## src/rtl/input_skew_feeder_pkg.sv

```systemverilog
// Shared word-width define and common types/helpers for the systolic array, PE and input feeder.
`ifndef DATA_W
`define DATA_W 8
`endif

package input_skew_feeder_pkg;

   localparam int unsigned DATA_W             = `DATA_W;
   localparam int unsigned DEFAULT_ARRAY_SIZE = 4;

   // True when row `row` holds a real tile element in skewed column `col`.
   function automatic bit skew_hit(input int col, input int row, input int n);
      return ((col - row) >= 0) && ((col - row) < n);
   endfunction

endpackage

```

## src/rtl/input_skew_feeder_tile_buffer.sv

```systemverilog
// Activation tile storage: one synchronous write port, ARRAY_SIZE combinational read ports.
module tile_buffer
   import input_skew_feeder_pkg::*;
#(
   parameter int unsigned ARRAY_SIZE = DEFAULT_ARRAY_SIZE,
   localparam int unsigned DEPTH     = ARRAY_SIZE * ARRAY_SIZE,
   localparam int unsigned AW        = (DEPTH > 1) ? $clog2(DEPTH) : 1
) (
   input  logic                                 clk,
   input  logic                                 we,
   input  logic [AW-1:0]                        waddr,
   input  logic [DATA_W-1:0]                    wdata,
   input  logic [ARRAY_SIZE-1:0][AW-1:0]        raddr,
   output logic [ARRAY_SIZE-1:0][DATA_W-1:0]    rdata_c
);

   logic [DATA_W-1:0] mem [DEPTH];

   always_ff @(posedge clk) begin
      if (we) begin
         mem[waddr] <= wdata;
      end
   end

   always_comb begin
      for (int i = 0; i < int'(ARRAY_SIZE); i++) begin
         rdata_c[i] = mem[raddr[i]];
      end
   end

endmodule

```

## src/rtl/input_skew_feeder.sv

```systemverilog
// Loads one ARRAY_SIZE x ARRAY_SIZE activation tile, then streams it row-skewed into a systolic array.
module input_skew_feeder
   import input_skew_feeder_pkg::*;
#(
   parameter int unsigned ARRAY_SIZE = DEFAULT_ARRAY_SIZE
) (
   input  logic                             clk,
   input  logic                             rst,
   input  logic                             wr_valid,
   input  logic [`DATA_W-1:0]               wr_data,
   output logic                             wr_ready,
   input  logic                             start,
   output logic [ARRAY_SIZE*`DATA_W-1:0]    x_out,
   output logic [ARRAY_SIZE-1:0]            x_valid,
   output logic                             busy,
   output logic                             done
);

   localparam int unsigned DEPTH  = ARRAY_SIZE * ARRAY_SIZE;
   localparam int unsigned AW     = (DEPTH > 1) ? $clog2(DEPTH) : 1;
   localparam int unsigned LAST_T = 2 * ARRAY_SIZE - 2;
   localparam int unsigned TW     = $clog2(2 * ARRAY_SIZE);

   localparam logic [1:0] S_LOAD   = 2'd0;
   localparam logic [1:0] S_FULL   = 2'd1;
   localparam logic [1:0] S_STREAM = 2'd2;
   localparam logic [1:0] S_DONE   = 2'd3;

   logic [1:0]                              state;
   logic [AW-1:0]                           wr_cnt;
   logic [TW-1:0]                           t;

   logic                                    wr_fire_c;
   logic                                    start_accept_c;
   logic [TW-1:0]                           col_c;
   logic [ARRAY_SIZE-1:0][AW-1:0]           raddr_c;
   logic [ARRAY_SIZE-1:0][DATA_W-1:0]       rdata_c;
   logic [ARRAY_SIZE*DATA_W-1:0]            col_data_c;
   logic [ARRAY_SIZE-1:0]                   col_valid_c;

   assign wr_fire_c      = (state == S_LOAD) && wr_valid && wr_ready;
   assign start_accept_c = (state == S_FULL) && start;

   // Outputs are registered, so the column loaded at each edge is the one for the following cycle.
   assign col_c = start_accept_c ? '0 : TW'(t + 1'b1);

   tile_buffer #(
      .ARRAY_SIZE (ARRAY_SIZE)
   ) u_tile_buffer (
      .clk     (clk),
      .we      (wr_fire_c),
      .waddr   (wr_cnt),
      .wdata   (wr_data),
      .raddr   (raddr_c),
      .rdata_c (rdata_c)
   );

   // Skewed column: row i carries A[i][col-i] while that index lies inside the tile.
   always_comb begin
      raddr_c     = '0;
      col_data_c  = '0;
      col_valid_c = '0;
      for (int i = 0; i < int'(ARRAY_SIZE); i++) begin
         if (skew_hit(int'(col_c), i, int'(ARRAY_SIZE))) begin
            raddr_c[i]                   = AW'(i * int'(ARRAY_SIZE) + int'(col_c) - i);
            col_data_c[i*DATA_W +: DATA_W] = rdata_c[i];
            col_valid_c[i]               = 1'b1;
         end
      end
   end

   always_ff @(posedge clk) begin
      if (rst) begin
         state    <= S_LOAD;
         wr_cnt   <= '0;
         t        <= '0;
         x_out    <= '0;
         x_valid  <= '0;
         done     <= 1'b0;
         busy     <= 1'b0;
         wr_ready <= 1'b1;
      end else begin
         done <= 1'b0;
         case (state)
            S_LOAD: begin
               if (wr_fire_c) begin
                  if (wr_cnt == AW'(DEPTH - 1)) begin
                     wr_cnt   <= '0;
                     wr_ready <= 1'b0;
                     state    <= S_FULL;
                  end else begin
                     wr_cnt <= wr_cnt + 1'b1;
                  end
               end
            end
            S_FULL: begin
               if (start_accept_c) begin
                  state   <= S_STREAM;
                  t       <= '0;
                  busy    <= 1'b1;
                  x_out   <= col_data_c;
                  x_valid <= col_valid_c;
               end
            end
            S_STREAM: begin
               if (t == TW'(LAST_T)) begin
                  state   <= S_DONE;
                  t       <= '0;
                  busy    <= 1'b0;
                  done    <= 1'b1;
                  x_out   <= '0;
                  x_valid <= '0;
               end else begin
                  t       <= t + 1'b1;
                  x_out   <= col_data_c;
                  x_valid <= col_valid_c;
               end
            end
            S_DONE: begin
               state    <= S_LOAD;
               wr_cnt   <= '0;
               wr_ready <= 1'b1;
            end
            default: begin
               state    <= S_LOAD;
               wr_cnt   <= '0;
               t        <= '0;
               busy     <= 1'b0;
               x_out    <= '0;
               x_valid  <= '0;
               wr_ready <= 1'b1;
            end
         endcase
      end
   end

endmodule

```

## config.mk

```make
export PLATFORM = sky130hd
export DESIGN_NAME = input_skew_feeder
export DESIGN_NICKNAME = d
export VERILOG_FILES = /design/src/rtl/input_skew_feeder_pkg.sv /design/src/rtl/input_skew_feeder_tile_buffer.sv /design/src/rtl/input_skew_feeder.sv
export SDC_FILE = /design/constraint.sdc
export NUM_CORES = 1
export LEC_CHECK = 0
export ABC_AREA = 1
export BUFFER_PORTS_ARGS = -buffer_cell sky130_fd_sc_hd__buf_2
export CORE_MARGIN = 2
export CORE_UTILIZATION = 40
export CTS_CLUSTER_DIAMETER = 30
export CTS_CLUSTER_SIZE = 10
export DETAILED_ROUTE_END_ITERATION = 8
export PLACE_DENSITY_LB_ADDON = 0.25
export SYNTH_ARGS = -nofsm -noshare
export SYNTH_HDL_FRONTEND = slang
export SYNTH_SLANG_ARGS = --single-unit
export TNS_END_PERCENT = 10
```

## constraint.sdc

```tcl
create_clock -name clk -period 2.9 [get_ports clk]
set_clock_uncertainty 0.15 [all_clocks]
set_input_delay 0.29 -clock clk [delete_from_list [all_inputs] [get_ports clk]]
set_output_delay 0.29 -clock clk [all_outputs]
set_load 0.01 [all_outputs]
```

; After elaboration in Yosys (flattened, before gate mapping)
; Memories as Yosys holds them, arrays and structs flattened.
; Cells that the tools add are included.
; W data, S select, Z words.
[totals]
ff_bits = 48
ramBits = 128
elab_cells = 93
n_memories = 1
[op_classes]
n_addsub = 11
order_cmp = 8
n_eq_ne = 9
n_mux = 39
bitwise_logic = 1
n_reduce_logical = 16
[mem_list]
columns = name, depth, width, read_ports, rd_ports_with_merged_regs, wr, line
row1 = u_tile_buffer.mem, 16, 8, 4, 0, 1, input_skew_feeder_tile_buffer.sv:17  ; logic [DATA_W-1:0] mem [DEPTH];
[ops]
columns = operator, count
row1 = $mux W32, 2
row2 = $pmux W32 S2, 1
row3 = $mux W8, 4
row4 = $mux W4, 7
row5 = $pmux W4 S2, 2
row6 = $ge A4 B1 Y1 const B, 3
row7 = $lt A4 B4 Y1 const B, 3
row8 = $mux W3, 4
row9 = $mux W1, 11
row10 = $add A4 B3 Y4 const A, 2
row11 = $mux W2, 4
row12 = $pmux W2 S4, 1
row13 = $sub A3 B2 Y4 const B, 2
row14 = $sub A4 B2 Y4 const B, 2
row15 = $logic_and A1 B1 Y1, 7
row16 = $pmux W3 S2, 1
row17 = $reduce_and A3 Y1, 2
row18 = $add A3 B3 Y4 const A, 1
row19 = $add A4 B1 Y4 const B, 1
row20 = $eq A2 B2 Y1 const B, 2
row21 = $eq A4 B4 Y1 const B, 1
row22 = $ne A2 B1 Y1 const B, 2
row23 = $ne A2 B2 Y1 const B, 2
row24 = $pmux W1 S2, 2
row25 = other kinds (13), 15

; Logic depth before layout (Yosys ltp)
; Gate-level depths: netlist of run 1.
; An unclocked memory read counts as a cell.
[depth]
depth_word = 11
ltp_mapped = 18
ltp_nobuf = 15

; Cells and area by module
; Synthesis of run 1 repeated with hierarchy kept, for this count alone.
[unflattened]
hier_cells = 1675
area_unflattened_um2 = 11752.5
[by_module_without_submodules]
columns = mod, n_inst, cells_each, area_each_um2, seq_area_each_um2
row1 = tile_buffer, 1, 1387, 9424.0, 3843.7
row2 = input_skew_feeder, 1, 288, 2328.5, 960.9

; Worst setup path after synthesis of run 1
; Ideal clock, no wire load.
[synth_path]
kind = reg2reg
from = reg state[1]
to = reg x_out[15]
setup_time_ps = 132
arrival_time_ps = 2270
required_ps = 2618
setup_slack_ps = 347
path_stages_with_launch = 18
period_less_slack_ps = 2553
cell_sequence = dfxtp_1 -> inv_1 -> ha_1 -> nand2_4 -> nand2_8 -> buf_12 -> clkbuf_1 -> ha_1 -> inv_1 -> nand4_1 -> nand2_1 -> inv_2 -> buf_2 -> nand4_1 -> nand3_1 -> nand3_1 -> nand3_1 -> a21oi_1
[synth_via]
elab_chain_cells = 11
[synth_lines]
columns = item, line
row1 = "start, declared", input_skew_feeder.sv:29  ; logic [1:0] state;
row2 = "start signal, assigned", input_skew_feeder.sv:74  ; state <= S_LOAD;
row3 = "start signal, assigned", input_skew_feeder.sv:90  ; state <= S_FULL;
row4 = "start signal, assigned", input_skew_feeder.sv:98  ; state <= S_STREAM;
row5 = $eq A2 B1 Y1, "input_skew_feeder.sv:42, input_skew_feeder.sv:84"
row6 = $logic_and A1 B1 Y1, input_skew_feeder.sv:42  ; assign start_accept_c = (state == S_FULL) && start;
row7 = $mux W3, input_skew_feeder.sv:45  ; assign col_c = start_accept_c ? '0 : TW'(t + 1'b1);
row8 = $sub A3 B1 Y4, input_skew_feeder_pkg.sv:13  ; return ((col - row) >= 0) && ((col - row) < n);
row9 = $ge A4 B1 Y1 or $lt A4 B4 Y1 (tied branches), input_skew_feeder_pkg.sv:13
row10 = $logic_and A1 B1 Y1, input_skew_feeder_pkg.sv:13
row11 = $mux W4, input_skew_feeder.sv:64  ; if (skew_hit(int'(col_c), i, int'(ARRAY_SIZE))) begin
row12 = $mem_v2 Z16 W8, n/a
row13 = $mux W8, input_skew_feeder.sv:64
row14 = $mux W32 (on tied branches), "input_skew_feeder.sv:106, input_skew_feeder.sv:97"
row15 = $pmux W32 S2, input_skew_feeder.sv:84  ; case (state)
row16 = "end signal, assigned", input_skew_feeder.sv:101  ; x_out <= col_data_c;
row17 = "end signal, assigned", input_skew_feeder.sv:115  ; x_out <= col_data_c;
row18 = "end, declared", input_skew_feeder.sv:13  ; output logic [ARRAY_SIZE*`DATA_W-1:0] x_out,
; Parallel ways exist; a longest one is shown, timed or not. The select of a mux whose other input is x is not followed.
; A chain may end at the register's enable or synchronous reset.

; Final worst setup path of run 1
[layout_path]
from = reg t[0]
to = reg x_out[12]
[layout_via]
elab_chain_cells = 10
[layout_lines]
columns = item, line
row1 = "start, declared", input_skew_feeder.sv:31  ; logic [TW-1:0] t;
row2 = "start signal, assigned", input_skew_feeder.sv:114  ; t <= t + 1'b1;
row3 = $add A3 B1 Y3, input_skew_feeder.sv:45
row4 = $mux W3, input_skew_feeder.sv:45
row5 = $sub A3 B1 Y4, input_skew_feeder_pkg.sv:13
row6 = $ge A4 B1 Y1 or $lt A4 B4 Y1 (tied branches), input_skew_feeder_pkg.sv:13
row7 = $logic_and A1 B1 Y1, input_skew_feeder_pkg.sv:13
row8 = $mux W4, input_skew_feeder.sv:64
row9 = $mem_v2 Z16 W8, n/a
row10 = $mux W8, input_skew_feeder.sv:64
row11 = $mux W32 (on tied branches), "input_skew_feeder.sv:106, input_skew_feeder.sv:97"
row12 = $pmux W32 S2 (*), input_skew_feeder.sv:84
; Mark *: on every way between the ends. The rest lies on a longest branch, timed or not. The select of a mux whose other input is x is not followed.

==> results of run 1 <==
[worst min-delay path by stage]
stage	end	slack, ns	start
floorplan	wr_cnt[2]	0.23	rst
global placement	x_out[23]	0.30	x_out[23]
detailed placement	x_out[18]	0.30	x_out[18]
CTS	u_tile_buffer.mem[11][4]	0.12	wr_data[4]
global route	u_tile_buffer.mem[11][4]	0.13	wr_data[4]
finish	u_tile_buffer.mem[11][4]	0.13	wr_data[4]
[cell type report]
type	count	area share (%)
Timing Repair Buffer	82	5.377
Multi-Input combinational cell	485	28.22
Sequential cell	176	51.88
Tap cell	265	3.580
Inverter	106	4.323
Clock buffer	19	4.782
Clock inverter	13	1.837
[metal layers]
layer  global-route usage (%)  share of wire, %
met1                    26.70                43
met2                    32.73                48
met3                    3.135               6.8
met4                    7.010               2.1
met5                        0                 0
[worst max-delay path: cells and delay by family (launching register included)]
family / cells / cell delay (ns)
AOI/OAI and AO/OA: 1 / 0.15
and+or+nand+nor: 7 / 0.86
DFF: 1 / 0.39
buffers and inverters: 3 / 0.51
adders and majority gates: 2 / 0.57
[stage by stage]
stage	utilization, %	std cells	setup slack (ns)
final	47.28	1146	0.1764
after global routing	47.28	1146	-0.003073
after CTS	47.15	1145	0.1870
after detailed placement	44.02	1113	0.2463
after global placement	44.02	1113	0.2897
after floorplan	-	802	0.3474
[cells by family after synthesis]
kind of cell / share of synthesized area [%]
AOI/OAI and AO/OA: 9.206
xor gates and xnor gates: 0.1092
adders and majority gates: 2.652
buffers and inverters: 7.848
DFF: 59.92
and+or+nand+nor: 20.27
[sequential cells by signal, summed over array words and instances, names as in the netlist]
signal / cells
u_tile_buffer.mem: 128
x_out: 32
wr_cnt: 4
x_valid: 4
t: 3
state: 2
busy: 1
done: 1
wr_ready: 1
[cell usage after synthesis (13+ instances only)]
cell type	number	area share, %
nand2_1	132	6.2
edfxtp_1	128	48
inv_1	96	4.5
nand3_1	93	5.8
dfxtp_1	48	12
a21oi_1	44	2.7
nor2_1	40	1.9
nand4_1	33	2.6
o21ai_1	28	1.7
o21ai_0	25	1.6
nor3_1	20	1.2
ha_1	17	2.7
o21bai_1	16	1.5
buf_2	13	0.81
[power breakdown]
part	switching (mW)	internal, mW	leakage, nW	total [mW]
Clock	1.04	1.33	0.291	2.38
Sequential	0.0911	2.89	1.54	2.98
Combinational	1.84	0.832	1.81	2.68
==> results.md, run 1 <==
- Crit path from: t[0]
- Residual DRC: 0
- Port bufs: 50
- Crit path capture type: register
- Via Count: 6022
- H-tree levels: 4
- Worst ir drop on vdd: 0.4045 mV
- Vias in the first global route: 5889
- Share of cells above drive strength 1: 16.57%
- Bufs on Longest Clock Path: 2
- Crit path capture: x_out[12]
- Syn nets: 831
- Total gr overflow: 0
- CTS resizes: 0
- Commonest cells after routing, fill and taps aside: 132 x nand2_1, 128 x edfxtp_1, 96 x inv_1, 93 x nand3_1, 50 x buf_2
- Total power: 8.027 mW
- Final net count: 897
- Post-CTS setup buffer count: 0
- GPL Wtd Cong: 0.8535
- GRT Overall Usage: 19.84%
- Worst-margin pin slew: 0.8621 ns
- Finished Cell Area: 0.009261 sq mm
- Vias per cell: 5.255
- Clock buffer count from CTS: 17
- Reg-to-reg endpoint: x_out[12]
- Most common cell after layout, fill and taps aside: nand2_1
- Sequential cell area: 0.004805 sq mm
- Slew Limit Headroom: 42.53%
- Area delta synth->final: 15.49%
- Hold Crit Depth: 1
- Main flop type after synthesis: edfxtp_1
- Worst path most repeated cell: nand3_1
- Initial antenna violation count: 1
- Skew-Pair Late Insertion Delay: 0.43 ns
- WP data arrival: 2.93 ns
- Part of the cycle the worst path needs: 93.92%
- Area of the multi-input gates: 0.002614 sq mm
- Min cycle time layout: 2.724 ns
- Ys async rst share: 0%
- Io pins: 51
- R2R setup slack: 0.18 ns
- PwrDens: 866.7 mW/mm^2
- CP Data Required Time: 3.11 ns
- Synth warnings: 0
- Largest net degree at the start of global routing: 40
- DP HPWL: 13580 microns
- Clock transition at the registers of the reported paths: 0.07 ns
- Detailed Route WL: 20830 microns
- Post-synthesis sequential area ratio: 59.92%
- First-pass GRT wire length: 32530 microns
- Die area: 0.02120 sq mm
- CP peak stage delay: 0.39 ns
- R2r worst-path depth: 13
- CTS tree: yes
- Final setup violation count: 0
- RR Startpoint: t[0]
- #FFs+latches synth: 176
- Cell Area, Synth: 0.008019 sq mm
- Hold Crit Class: primary input to register
- Post-DP Area: 0.008623 sq mm
- Cell count after synthesis: 802
- Max-slew violations: 0
- Hold Vio Cnt, Final: 0
- Status: finished clean
- Hold WS: 0.1280 ns
- Row count: 51
- Antenna diode count: 0
- Worst-path maximum fanout: 30
- Max Cap Viol: 0
- EDFF count, synth: 128
- Fin Setup TNS: 0 ns
- Critical path class: register to register
- Slowest cell on the critical path: dfxtp_1
- Critical-path cell list: inv_2, ha_1, inv_1, nand2_1, ha_1, nand3_1, nand3_2, buf_6, nand4_1, nand3_1, nand3_1, nand3_1, a21oi_1
- CTS Hold Bufs: 0
- CTS sink count: 176
- Initial core utilization: 40.93%
- Router iterations before antenna repair: 6
- LEAKAGE: 3.640 nW
- Fill cells: 1861
- Netlist cell types: 39
- RSZ-0062 raised after global routing: true
- Root buffer cell: clkbuf_16
- Core Box Area: 0.01959 sq mm
- Max Fclk: 367.2 MHz
- Final ANT Viol Nets: 0
- Die X: 145.6 microns
- Startpoint types: register
- Syn_area_per_cell: 9.999 sq um
- Iteration-0 DRC Markers: 622
- Post-DR wirelength/cell: 18.18 microns
- Die Y: 145.6 microns
Power figures use the tool's default switching activity.
==> run 2: changes to the inputs <==
- CELL_PAD_IN_SITES_DETAIL_PLACEMENT: unset -> 1
- CELL_PAD_IN_SITES_GLOBAL_PLACEMENT: unset -> 2
- CORE_UTILIZATION: 40 -> 39
==> results.md, run 2 (same netlist as run 1, synthesis figures left out) <==
- Status: finished clean
- Root buffer cell: clkbuf_16
- Startpoint types: register
- Die X: 147.4 microns
- Hold Vio Cnt, Final: 0
- Detailed Route WL: 24320 microns
- Commonest cells after routing, fill and taps aside: 132 x nand2_1, 128 x edfxtp_1, 95 x inv_1, 93 x nand3_1, 50 x buf_2
- Internal cell power: 4.890 mW
- Final cell count without fillers: 1149
- Iteration-0 DRC Markers: 434
- Fin Setup TNS: 0 ns
- Initial core utilization: 39.63%
- Combinational power share: 35.3%
- Hold Crit Class: primary input to register
- Io pins: 51
- Placed insts: 1112
- Crit path capture: x_out[26]
- Most flop-heavy register: u_tile_buffer.mem
- Post-DR wirelength/cell: 21.17 microns
- PwrDens: 873.4 mW/mm^2
- Skew-Pair Late Insertion Delay: 0.43 ns
- R2R setup slack: 0.11 ns
- Total power: 8.063 mW
- GPL Wtd Cong: 0.8102
- Worst-margin pin slew: 0.9498 ns
- Via Count: 6139
- DP HPWL: 16110 microns
- NetSw: 3.173 mW
- Critical path class: register to register
- Bufs on Longest Clock Path: 2
- Reg-to-reg endpoint: x_out[26]
- Vias per cell: 5.343
- Residual DRC: 0
- Router iterations before antenna repair: 5
- Worst ir drop on vdd: 0.4274 mV
- Final net count: 896
- Core Box Area: 0.02023 sq mm
- Area delta synth->final: 15.12%
- Clock buffer count from CTS: 17
- Clock transition at the registers of the reported paths: 0.07 ns
- WP data arrival: 2.91 ns
- Fill cells: 2263
- Final setup violation count: 0
- CTS tree: yes
- Port bufs: 50
- Max Fclk: 358.4 MHz
- Crit path capture type: register
- Antenna diode count: 0
- Final ANT Viol Nets: 0
- Vias in the first global route: 6646
- Max Cap Viol: 0
- Sw Ratio: 39.35%
- H-tree levels: 4
- Share of cells above drive strength 1: 16.72%
- Largest net degree at the start of global routing: 41
- CTS sink count: 176
- Min cycle time layout: 2.791 ns
- LEAKAGE: 3.627 nW
- Area of the multi-input gates: 0.002614 sq mm
- Max FFs per register: 128
- Worst-path maximum fanout: 20
- Clock Power Share: 27.7%
- Total gr overflow: 0
- Reg power frac: 37.0%
- CP Data Required Time: 3.02 ns
- Most common cell after layout, fill and taps aside: nand2_1
- Die Y: 147.4 microns
- Part of the cycle the worst path needs: 96.23%
- Slew Limit Headroom: 36.68%
- RR Startpoint: state[1]
- Row count: 52
- Crit path from: state[1]
- GRT Overall Usage: 23.20%
- Max-slew violations: 0
- Die area: 0.02172 sq mm
- First-pass GRT wire length: 38140 microns
- CTS Hold Bufs: 0
- R2r worst-path depth: 11
- Largest registers: u_tile_buffer.mem (128), x_out (32)
- Initial antenna violation count: 0
- Sequential cell area: 0.004806 sq mm
==> run 2: changes by cell type in the layout (fill, tap and decap cells not counted), sizes merged <==
cell,previous run,this run
bufinv,2,0
clkinv,1,4
clkinvlp,3,1
clkbuf,19,17
buf,82,81
inv,113,115
==> run 2: final cells by class <==
cell class / count / share of cell area (%)
inverters: 106 / 4.364
clock buffers: 17 / 4.608
clock inverters: 14 / 1.491
well taps: 270 / 3.660
repair buffers: 81 / 5.503
multi-input cells: 485 / 28.31
flip-flops and latches: 176 / 52.06
==> run 2: stage by stage <==
stage	hold WS, ns	cell area, sq um	setup WS (ns)	utilization (%)
finish	0.1345	9231	0.1095	45.62
global route	0.1399	9231	-0.02037	45.62
global placement	0.2988	8610	0.1675	42.55
detailed placement	0.3052	8610	0.02413	42.55
floorplan	0.2315	8019	0.3474	-
CTS	0.1286	9173	0.005544	45.33
==> run 2: metal layers <==
layer	wire [microns]	share of wire (%)	vias to the layer above	GRT usage, %
li1	-	-	2889	-
met2	11630	48	152	37.78
met3	948	3.9	40	3.179
met1	11030	45	3058	31.66
met4	708	2.9	0	9.038
met5	0	0	-	0
==> run 2: worst min-delay path by stage <==
stage | start | to | slack [ns] | depth (start not counted)
2_1_floorplan | rst | wr_cnt[2] | 0.23 | 1
3_3_place_gp | x_out[11] | x_out[11] | 0.30 | 2
3_5_place_dp | x_out[5] | x_out[5] | 0.31 | 2
4_1_cts | wr_data[5] | u_tile_buffer.mem[10][5] | 0.13 | 1
5_1_grt | wr_data[5] | u_tile_buffer.mem[10][5] | 0.14 | 1
6_report | wr_data[5] | u_tile_buffer.mem[10][5] | 0.13 | 1
==> run 2: worst max-delay path, stage by stage, from the launching register on <==
cell and delay [ns]:
dfxtp_1 0.37, inv_1 0.11, ha_1 0.24, nand2_4 0.16, nand2_8 0.10, inv_4 0.25, ha_1 0.32, inv_1 0.28
o21ai_1 0.21, o21bai_1 0.25, nand3_1 0.13, a21oi_1 0.06
==> run 2: power groups by stage <==
stage                     clock network (mW)  registers, mW  logic [mW]
final                                   2.23           2.99        2.84
after detailed placement                   0           3.04        2.78
after global routing                    2.38           3.00        3.14
after CTS                               2.28           2.99        2.80
after global placement                     0           3.03        2.73
after floorplan                            0           3.07        1.82
==> run 2: timing repair <==
| action | 4_1_cts | 5_1_grt |
|---|---|---|
| buffers inserted | 0 | 5 |
| endpoints found under the setup margin | 0 | 24 |
| resized for setup | 0 | 5 |
